$ cat config.mk
export PLATFORM = sky130hd
export DESIGN_NAME = writeback_stage
export DESIGN_NICKNAME = d
export VERILOG_FILES = /design/src/rtl/writeback_stage.sv
export SDC_FILE = /design/constraint.sdc
export NUM_CORES = 1
export LEC_CHECK = 0
export BUFFER_PORTS_ARGS = -buffer_cell sky130_fd_sc_hd__clkbuf_2
export CORE_MARGIN = 10
export CORE_UTILIZATION = 43
export CTS_CLUSTER_SIZE = 30
export DETAILED_ROUTE_END_ITERATION = 6
export GPL_ROUTABILITY_DRIVEN = 1
export HOLD_SLACK_MARGIN = 0.12
export PLACE_DENSITY = 0.77
export SETUP_SLACK_MARGIN = 0.2
export SLEW_MARGIN = 25
export SYNTH_ARGS = -nofsm -noshare
export SYNTH_HDL_FRONTEND = slang
export SYNTH_SLANG_ARGS = --single-unit
$ cat constraint.sdc
create_clock -name clk -period 1.68 [get_ports clk]
set_clock_uncertainty 0.1 [all_clocks]
set_input_delay 0.42 -clock clk [delete_from_list [all_inputs] [get_ports clk]]
set_output_delay 0.42 -clock clk [all_outputs]
set_load 0.01 [all_outputs]
$ cat src/rtl/writeback_stage.sv
// rtl/writeback_stage.sv - write-back stage: selects result, holds loads until dhit, drives RF write port
// Optional macro WB_BYPASS_EN adds fwd_valid/fwd_sel/fwd_dat forwarding outputs.
module writeback_stage #(
  parameter int WORD_W = 32,
  parameter int RSEL_W = 5,
  parameter int CNT_W  = 32
) (
  input  logic              clk,
  input  logic              nrst,
  input  logic              ex_valid,
  output logic              ex_ready,
  input  logic              ex_wen,
  input  logic [RSEL_W-1:0] ex_wsel,
  input  logic [1:0]        ex_src,
  input  logic [WORD_W-1:0] ex_alu,
  input  logic [WORD_W-1:0] ex_pc,
  input  logic [15:0]       ex_imm,
  input  logic              dhit,
  input  logic [WORD_W-1:0] mem_rdata,
  output logic              rf_wen,
  output logic [RSEL_W-1:0] rf_wsel,
  output logic [WORD_W-1:0] rf_wdat,
  output logic              busy,
  output logic [CNT_W-1:0]  retire_cnt
`ifdef WB_BYPASS_EN
  ,
  output logic              fwd_valid,
  output logic [RSEL_W-1:0] fwd_sel,
  output logic [WORD_W-1:0] fwd_dat
`endif
);

  typedef enum logic [1:0] {
    S_IDLE     = 2'd0,
    S_WAIT_MEM = 2'd1,
    S_WRITE    = 2'd2
  } state_t;

  localparam logic [1:0] SRC_ALU  = 2'b00;
  localparam logic [1:0] SRC_MEM  = 2'b01;
  localparam logic [1:0] SRC_LINK = 2'b10;
  localparam logic [1:0] SRC_LUI  = 2'b11;

  state_t              r_state;
  state_t              w_next;
  logic                r_wen;
  logic [RSEL_W-1:0]   r_wsel;
  logic [WORD_W-1:0]   r_wdat;
  logic [CNT_W-1:0]    r_cnt;
  logic                w_accept;
  logic [WORD_W-1:0]   w_lui;

  assign w_lui = WORD_W'({ex_imm, 16'h0000});

  always_ff @(posedge clk or negedge nrst) begin
    if (!nrst) r_state <= S_IDLE;
    else       r_state <= w_next;
  end

  always_comb begin
    w_next   = r_state;
    ex_ready = (r_state != S_WAIT_MEM);
    w_accept = ex_valid && ex_ready;
    busy     = (r_state != S_IDLE);
    case (r_state)
      S_IDLE, S_WRITE: begin
        if (w_accept) w_next = (ex_src == SRC_MEM) ? S_WAIT_MEM : S_WRITE;
        else          w_next = S_IDLE;
      end
      S_WAIT_MEM: if (dhit) w_next = S_WRITE;
      default:    w_next = S_IDLE;
    endcase
    // r0 is hardwired: the descriptor still retires, but nothing is written
    rf_wen = (r_state == S_WRITE) && r_wen && (r_wsel != '0);
  end

  always_ff @(posedge clk or negedge nrst) begin
    if (!nrst) begin
      r_wen  <= 1'b0;
      r_wsel <= '0;
      r_wdat <= '0;
    end else if (w_accept) begin
      r_wen  <= ex_wen;
      r_wsel <= ex_wsel;
      case (ex_src)
        SRC_ALU:  r_wdat <= ex_alu;
        SRC_LINK: r_wdat <= ex_pc + WORD_W'(4);
        SRC_LUI:  r_wdat <= w_lui;
        default:  r_wdat <= r_wdat;
      endcase
    end else if ((r_state == S_WAIT_MEM) && dhit) begin
      r_wdat <= mem_rdata;
    end
  end

  always_ff @(posedge clk or negedge nrst) begin
    if (!nrst)                  r_cnt <= '0;
    else if (r_state == S_WRITE) r_cnt <= r_cnt + CNT_W'(1);
  end

  assign rf_wsel    = r_wsel;
  assign rf_wdat    = r_wdat;
  assign retire_cnt = r_cnt;

`ifdef WB_BYPASS_EN
  assign fwd_valid = rf_wen;
  assign fwd_sel   = r_wsel;
  assign fwd_dat   = r_wdat;
`endif

endmodule

==> results of run 1 <==
## timing repair
action,in CTS,in global routing
endpoints found under the setup margin,83,92
gates cloned,3,0
gates resized for setup,132,129
hold buffers,1,0
pin swaps,43,50
setup buffers,41,31
endpoints found under the hold margin,15,0
## how the worst max path moves through the flow
stage / end / slack [ns] / depth (start not counted)
final: rf_wen / -0.41 / 3
after global routing: rf_wen / -0.46 / 3
after CTS: rf_wen / -0.39 / 3
after detailed placement: rf_wdat[2] / -0.27 / 8
after global placement: rf_wdat[20] / -0.23 / 8
after floorplan: rf_wdat[23] / -0.009 / 5
## sequential cells by signal, summed over array words and instances (netlist names)
| signal | cells |
|---|---|
| r_state | 2 |
| r_wen | 1 |
| retire_cnt | 32 |
| rf_wdat | 32 |
| rf_wsel | 5 |
## power groups by stage
stage | clock network [mW] | logic, mW | registers [mW]
4_1_cts | 1.55 | 2.24 | 2.23
3_3_place_gp | 0 | 1.73 | 2.22
3_5_place_dp | 0 | 1.77 | 2.23
2_1_floorplan | 0 | 0.682 | 2.39
6_report | 1.59 | 2.66 | 2.29
5_1_grt | 1.66 | 2.83 | 2.31
## per-stage QoR
stage               area, um2  total power [mW]  utilization  hold WS (ns)
floorplan                4592             3.069            -       0.02441
detailed placement       6233             4.008       0.6377        0.2060
finish                   8113             6.539       0.8300        0.1671
global route             8113             6.796       0.8300        0.1680
global placement         6233             3.950       0.6377        0.1975
CTS                      7426             6.020       0.7597        0.1430
## final cells by class
class	instances	area, um2
Multi-Input combinational cell	365	3027
Timing Repair Buffer	358	2855
Sequential cell	72	1809
Fill cell	551	1662
Tap cell	133	166.4
Clock buffer	9	123.9
Clock inverter	7	95.09
Inverter	9	36.28
## kinds of logic after synthesis
| logic type | Yosys count |
|---|---|
| xor+xnor | 58 |
| mux | 2 |
| compound gates | 107 |
| flops | 72 |
| buf+inv | 37 |
| fa+ha+maj | 5 |
| simple gates | 192 |
## cells in the mapped netlist (all sizes together) (14+ instances only)
library cell	n	area, um2
dfrtp	72	1802
xnor2	34	297.8
o21ai	44	220.2
xor2	24	210.2
clkbuf	16	61.30
nor2	23	86.33
nand2	65	244.0
nand3	17	85.08
nor3	14	70.07
nand4	26	168.9
a221o	16	160.2
## worst reg2reg max path: stages, from the launching register on
cell	delay (ns)
dfrtp_1	0.43
nor2b_4	0.19
buf_6	0.12
buf_6	0.09
buf_6	0.09
and4_4	0.23
nand4_1	0.13
buf_6	0.18
nor3_4	0.15
xor2_1	0.19
## metal layers
metal,GRT usage,up-vias
met5,0,-
li1,-,2438
met3,0.08064,87
met1,0.2826,2711
met4,0.1026,0
met2,0.4295,400
==> results.md, run 1 <==
- Tot GR Track Use: 0.2507
- Clock power share: 0.243
- FF-to-FF path depth: 9
- Leak: 3.973 nW
- GPL Wtd Cong: 0.9385
- Sw frac: 0.3456
- Iteration-0 DRC Markers: 492
- Post-synthesis compound-gate area fraction: 0.1749
- Critical-path top delay cell: or3_1
- Cell Area, Synth: 4305 um2
- Number of synthesized flops with an enable pin: 0
- Total die area: 14410 um2
- R2r startpoint: r_state[0]
- WHS Path Cells: 3
- Hold Startpoint: ex_wsel[1]
- Worst Setup SP: rf_wsel[1]
- Pre-antenna DRT Iters: 5
- Synth Area in XOR/XNOR: 0.1180
- CP Cell Sequence: or3_1 -> o311a_1 -> clkbuf_2
- Unrepaired setup endpoints after global routing: yes
- IO Port Bufs: 195
- CTS root buf: clkbuf_8
- Top_reg_cell synth: dfrtp_1
- Setup TNS: -8.160 ns
- Yosys cell types: 52
- Die Y: 120.1 um
- Post-route ant nets: 0
- WL met3: 2.116 mm
- Number of diodes: 0
- Total Wirelength: 22.00 mm
- Share of cells above drive strength 1: 0.6061
- YS warnings: 0
- # setup viols final: 55
- Uppermost layer routed: met4
- Worst setup margin: -0.4118 ns
- Largest net degree at the start of global routing: 42
- Avg Cell Area, Syn: 9.102 um2
- WS Path Type: register to output port
- Residual DRC: 0
- PD cells: 806.0 nW/um2
- Number of global-route vias before repair: 5636
- Least-Margin Pin Slew: 0.4373 ns
- Most frequent cells in the layout: clkbuf_2 (167), buf_4 (90), dfrtp_1 (66), buf_6 (59), nand2_1 (36)
- Pins Over Slew Limit: 0
- Grt ovf: 0
- Clk slew on worst S/H paths: 0.08 ns
- Core area: 9774 um2
- Placed insts: 861
- HP Class: input port to register
- Critical Path Start Type: register
- CTS H-tree lvls: 3
- Hold endpoint: rf_wsel[1]
- #FFs+latches synth: 72
- Core Rows: 36
- Cells after synthesis: 473
- Outcome: finished, violations left
- Nets: 944
- Kind of cell adding the most delay to the critical path: simple AND/OR/NAND/NOR gates
- CTS max path bufs: 2
- Sequential share of power: 0.349
- Critical path's largest stage delay: 0.39 ns
- Register area share after synthesis: 0.4185
- First-pass GRT wire length: 29.25 mm
- Reg2Reg Setup Slack: -0.30 ns
- CTS tree: built
- Fin cells: 953
- Detailed Place HPWL: 13.17 mm
- Initial core utilization: 0.4405
- Crit end category: output port
- Adder-Cell Fraction of Synth Area: 0.01453
- Switch Pwr: 2.260 mW
- Number of max-cap violations: 0
- Largest family of logic cells by synthesized area: simple AND/OR/NAND/NOR gates
- Vias: 5636
- Required @ worst endpoint: 1.16 ns
- R2R Path End: retire_cnt[27]
- Setup WS pre-CTS: -0.2678 ns
- Die Wd: 120.1 um
- Relative slew margins: 0.7085
- Clk Latency, worst-skew pair: 0.37 ns
- Failing checks: setup timing
- Initial antenna violation count: 0
- CTS Buf Count: 9
- Max Clock Freq: 0.4780 GHz
- Maximum vdd drop: 461.9 uV
- Final Critical Period: 2.092 ns
- Gate power share: 0.408
- WL/cell: 23.09 um
- Most common cell after layout, fill and taps aside: clkbuf_2
- Top-Level Pins: 196
- Critical path buffer and inverter count: 1
- Synthesized-area fraction occupied by and/or/nand/nor cells: 0.2310
- Vias per cell: 5.914
- Met2 wire len: 11.09 mm
- Async S/R FF share, synth: 1.000
- Num Clock Sinks: 72
- Crit path DAT: 1.57 ns
- Synth-to-Final Area Change: 88.43%
- Post-synthesis mux area share: 0.005231
- Peak fanout along the critical path: 2
- Wl on met1: 7.617 mm
- Final period util: 1.245
- Syn Nets: 602
- P_int: 4.279 mW
- Final hold vios: 0
Note: power is estimated with default switching activity, not from simulation.
==> run 2: changes to the inputs <==
CORE_MARGIN = not set   (was 10)
==> run 2 against run 1 <==
Effect of this change: the flow still finishes with violations (setup timing); global-route usage is 9.2 points higher; sequential share of layout area is 0.17 points lower; hold slack worse by 0.021 ns; critical path type is now register to register; cell count is 0.52% higher; sequential cell count stayed put; highest routed layer unchanged; largest power group unchanged; via count is 1.3% higher.
==> results.md, run 2 (synthesized netlist as in run 1, its figures left out) <==
- Outcome: finished, violations left (unchanged)
- Failing checks: setup timing (unchanged)
- Most common cell after layout, fill and taps aside: clkbuf_2 (unchanged)
- Residual DRC: 0 (unchanged)
- Gr busiest metal: met2 (unchanged)
- Post-route ant nets: 0 (unchanged)
- Post-placement cell area: 6294 um2 (was 6233 um2)
- Critical Path Start Type: register (unchanged)
- Die Y: 102.1 um (was 120.1 um)
- M2 GR Usage: 0.6154 (was 0.4295)
- Share of cells above drive strength 1: 0.6133 (was 0.6061)
- Detailed Place HPWL: 11.48 mm (was 13.17 mm)
- WS Path Type: register to register (was register to output port)
- Critical path's largest stage delay: 0.45 ns (was 0.39 ns)
- CTS H-tree lvls: 3 (unchanged)
- Post-Layout Inst Area: 8168 um2 (was 8113 um2)
- Top-Level Pins: 196 (unchanged)
- Initial antenna violation count: 0 (unchanged)
- Largest net degree at the start of global routing: 29 (was 42)
- CTS tree: built (unchanged)
- CTS root buf: clkbuf_8 (unchanged)
- Vias per cell: 5.958 (was 5.914)
- CP Cell Sequence: nor2b_4 -> buf_6 -> nand4_1 -> nor3_4 -> nand3_1 -> xnor2_1 (was or3_1 -> o311a_1 -> clkbuf_2)
- Worst setup margin: -0.4350 ns (was -0.4118 ns)
- Maximum vdd drop: 453.4 uV (was 461.9 uV)
- Clk slew on worst S/H paths: 0.10 ns (was 0.08 ns)
- Fillers: 544 (was 551)
- Vias: 5708 (was 5636)
- Hold Startpoint: ex_wsel[1] (unchanged)
- Crit path DAT: 2.24 ns (was 1.57 ns)
- Total Wirelength: 21.09 mm (was 22.00 mm)
- Nets: 949 (was 944)
- Worst Hold Slack: 0.1456 ns (was 0.1671 ns)
- GR Util met1: 0.3992 (was 0.2826)
- Num Clock Sinks: 72 (unchanged)
- Unrepaired setup endpoints after global routing: yes (unchanged)
- Peak fanout along the critical path: 7 (was 2)
- Critical-path top delay cell: xnor2_1 (was or3_1)
- HP Class: input port to register (unchanged)
- Synth-to-Final Area Change: 89.71% (was 88.43%)
- R2r startpoint: r_state[0] (unchanged)
- Met3 global-route usage: 0.05951 (was 0.08064)
- Max Clock Freq: 0.4728 GHz (was 0.4780 GHz)
- Core area: 9729 um2 (was 9774 um2)
- # setup viols final: 59 (was 55)
- Total die area: 10420 um2 (was 14410 um2)
- Die Wd: 102.1 um (was 120.1 um)
- Final Critical Period: 2.115 ns (was 2.092 ns)
- Number of max-cap violations: 0 (unchanged)
- Number of diodes: 0 (unchanged)
- Iteration-0 DRC Markers: 419 (was 492)
- Final period util: 1.259 (was 1.245)
- CTS max path bufs: 2 (unchanged)
- Core Rows: 36 (unchanged)
- Number of global-route vias before repair: 5439 (was 5636)
- Worst Setup SP: r_state[0] (was rf_wsel[1])
- Crit end category: register (was output port)
- Pins Over Slew Limit: 0 (unchanged)
- IO Port Bufs: 195 (unchanged)
- WL/cell: 22.02 um (was 23.09 um)
- PD cells: 815.3 nW/um2 (was 806.0 nW/um2)
- Required @ worst endpoint: 1.81 ns (was 1.16 ns)
- Total design power: 6.659 mW (was 6.539 mW)
- Grt ovf: 0 (unchanged)
- First-pass GRT wire length: 26.98 mm (was 29.25 mm)
- Pre-antenna DRT Iters: 5 (unchanged)
- Final hold vios: 0 (unchanged)
- Least-Margin Pin Slew: 0.5160 ns (was 0.4373 ns)
- Relative slew margins: 0.6535 (was 0.7085)
- Tot GR Track Use: 0.3426 (was 0.2507)
- Clk Latency, worst-skew pair: 0.38 ns (was 0.37 ns)
- CTS Buf Count: 9 (unchanged)
- GPL Wtd Cong: 0.9109 (was 0.9385)
- Initial core utilization: 0.4425 (was 0.4405)
- Leak: 4.049 nW (was 3.973 nW)
- Most frequent cells in the layout: clkbuf_2 (170), buf_4 (97), buf_6 (70), dfrtp_1 (67), nand2_1 (34) (was clkbuf_2 (167), buf_4 (90), dfrtp_1 (66), buf_6 (59), nand2_1 (36))
-- run 2: final timing paths --
path | endpoint | slack [ns] | cells past startpoint
max | retire_cnt[13] | -0.44 | 6
min | rf_wsel[1] | 0.15 | 3
max reg2reg | retire_cnt[13] | -0.44 | 6
min reg2reg | retire_cnt[31] | 0.39 | 1
max in group asynchronous | retire_cnt[22] | 0.49 | 3
min in group asynchronous | retire_cnt[13] | 0.47 | 2
-- run 2: critical path, delay by kind of cell (launching register included) --
family	cells	cell delay, ns
and+or+nand+nor	4	0.85
xor gates and xnor gates	1	0.45
DFF	1	0.43
buffers and inverters	1	0.15
-- run 2: layout make-up --
cell class,instances,area (um2),area share
clock inverters,5,103.9,0.01271
multi-input cells,366,3092,0.3785
flip-flops and latches,72,1808,0.2214
repair buffers,362,2820,0.3453
clock buffers,11,141.4,0.01731
inverters,9,36.28,0.004442
well taps,133,166.4,0.02037
-- run 2: report_power, final --
group / internal (mW) / switching, mW
logic: 1.37 / 1.22
clock network: 1.03 / 0.754
registers: 2.02 / 0.266
-- run 2: layer usage --
metal,share of wire,wire [um]
met5,0,0
met4,0.050,1047
met3,0.087,1832
met2,0.51,10740
met1,0.35,7470
-- run 2: through the flow --
stage,setup TNS (ns),utilization,cells,worst slack [ns]
3_3_place_gp,-5.420,0.6469,864,-0.2269
5_1_grt,-11.43,0.8395,958,-0.5733
6_report,-8.471,0.8395,958,-0.4350
3_5_place_dp,-7.355,0.6469,864,-0.2758
4_1_cts,-2.605,0.7712,932,-0.3904
2_1_floorplan,-0.04117,-,473,-0.009013
-- run 2: what timing repair did --
action | CTS | global route
cloned | 5 | 1
setup endpoints to repair | 83 | 94
pin swaps | 55 | 42
buffers inserted | 46 | 25
hold buffers | 1 | 0
endpoints found under the hold margin | 26 | 0
resized for setup | 132 | 119
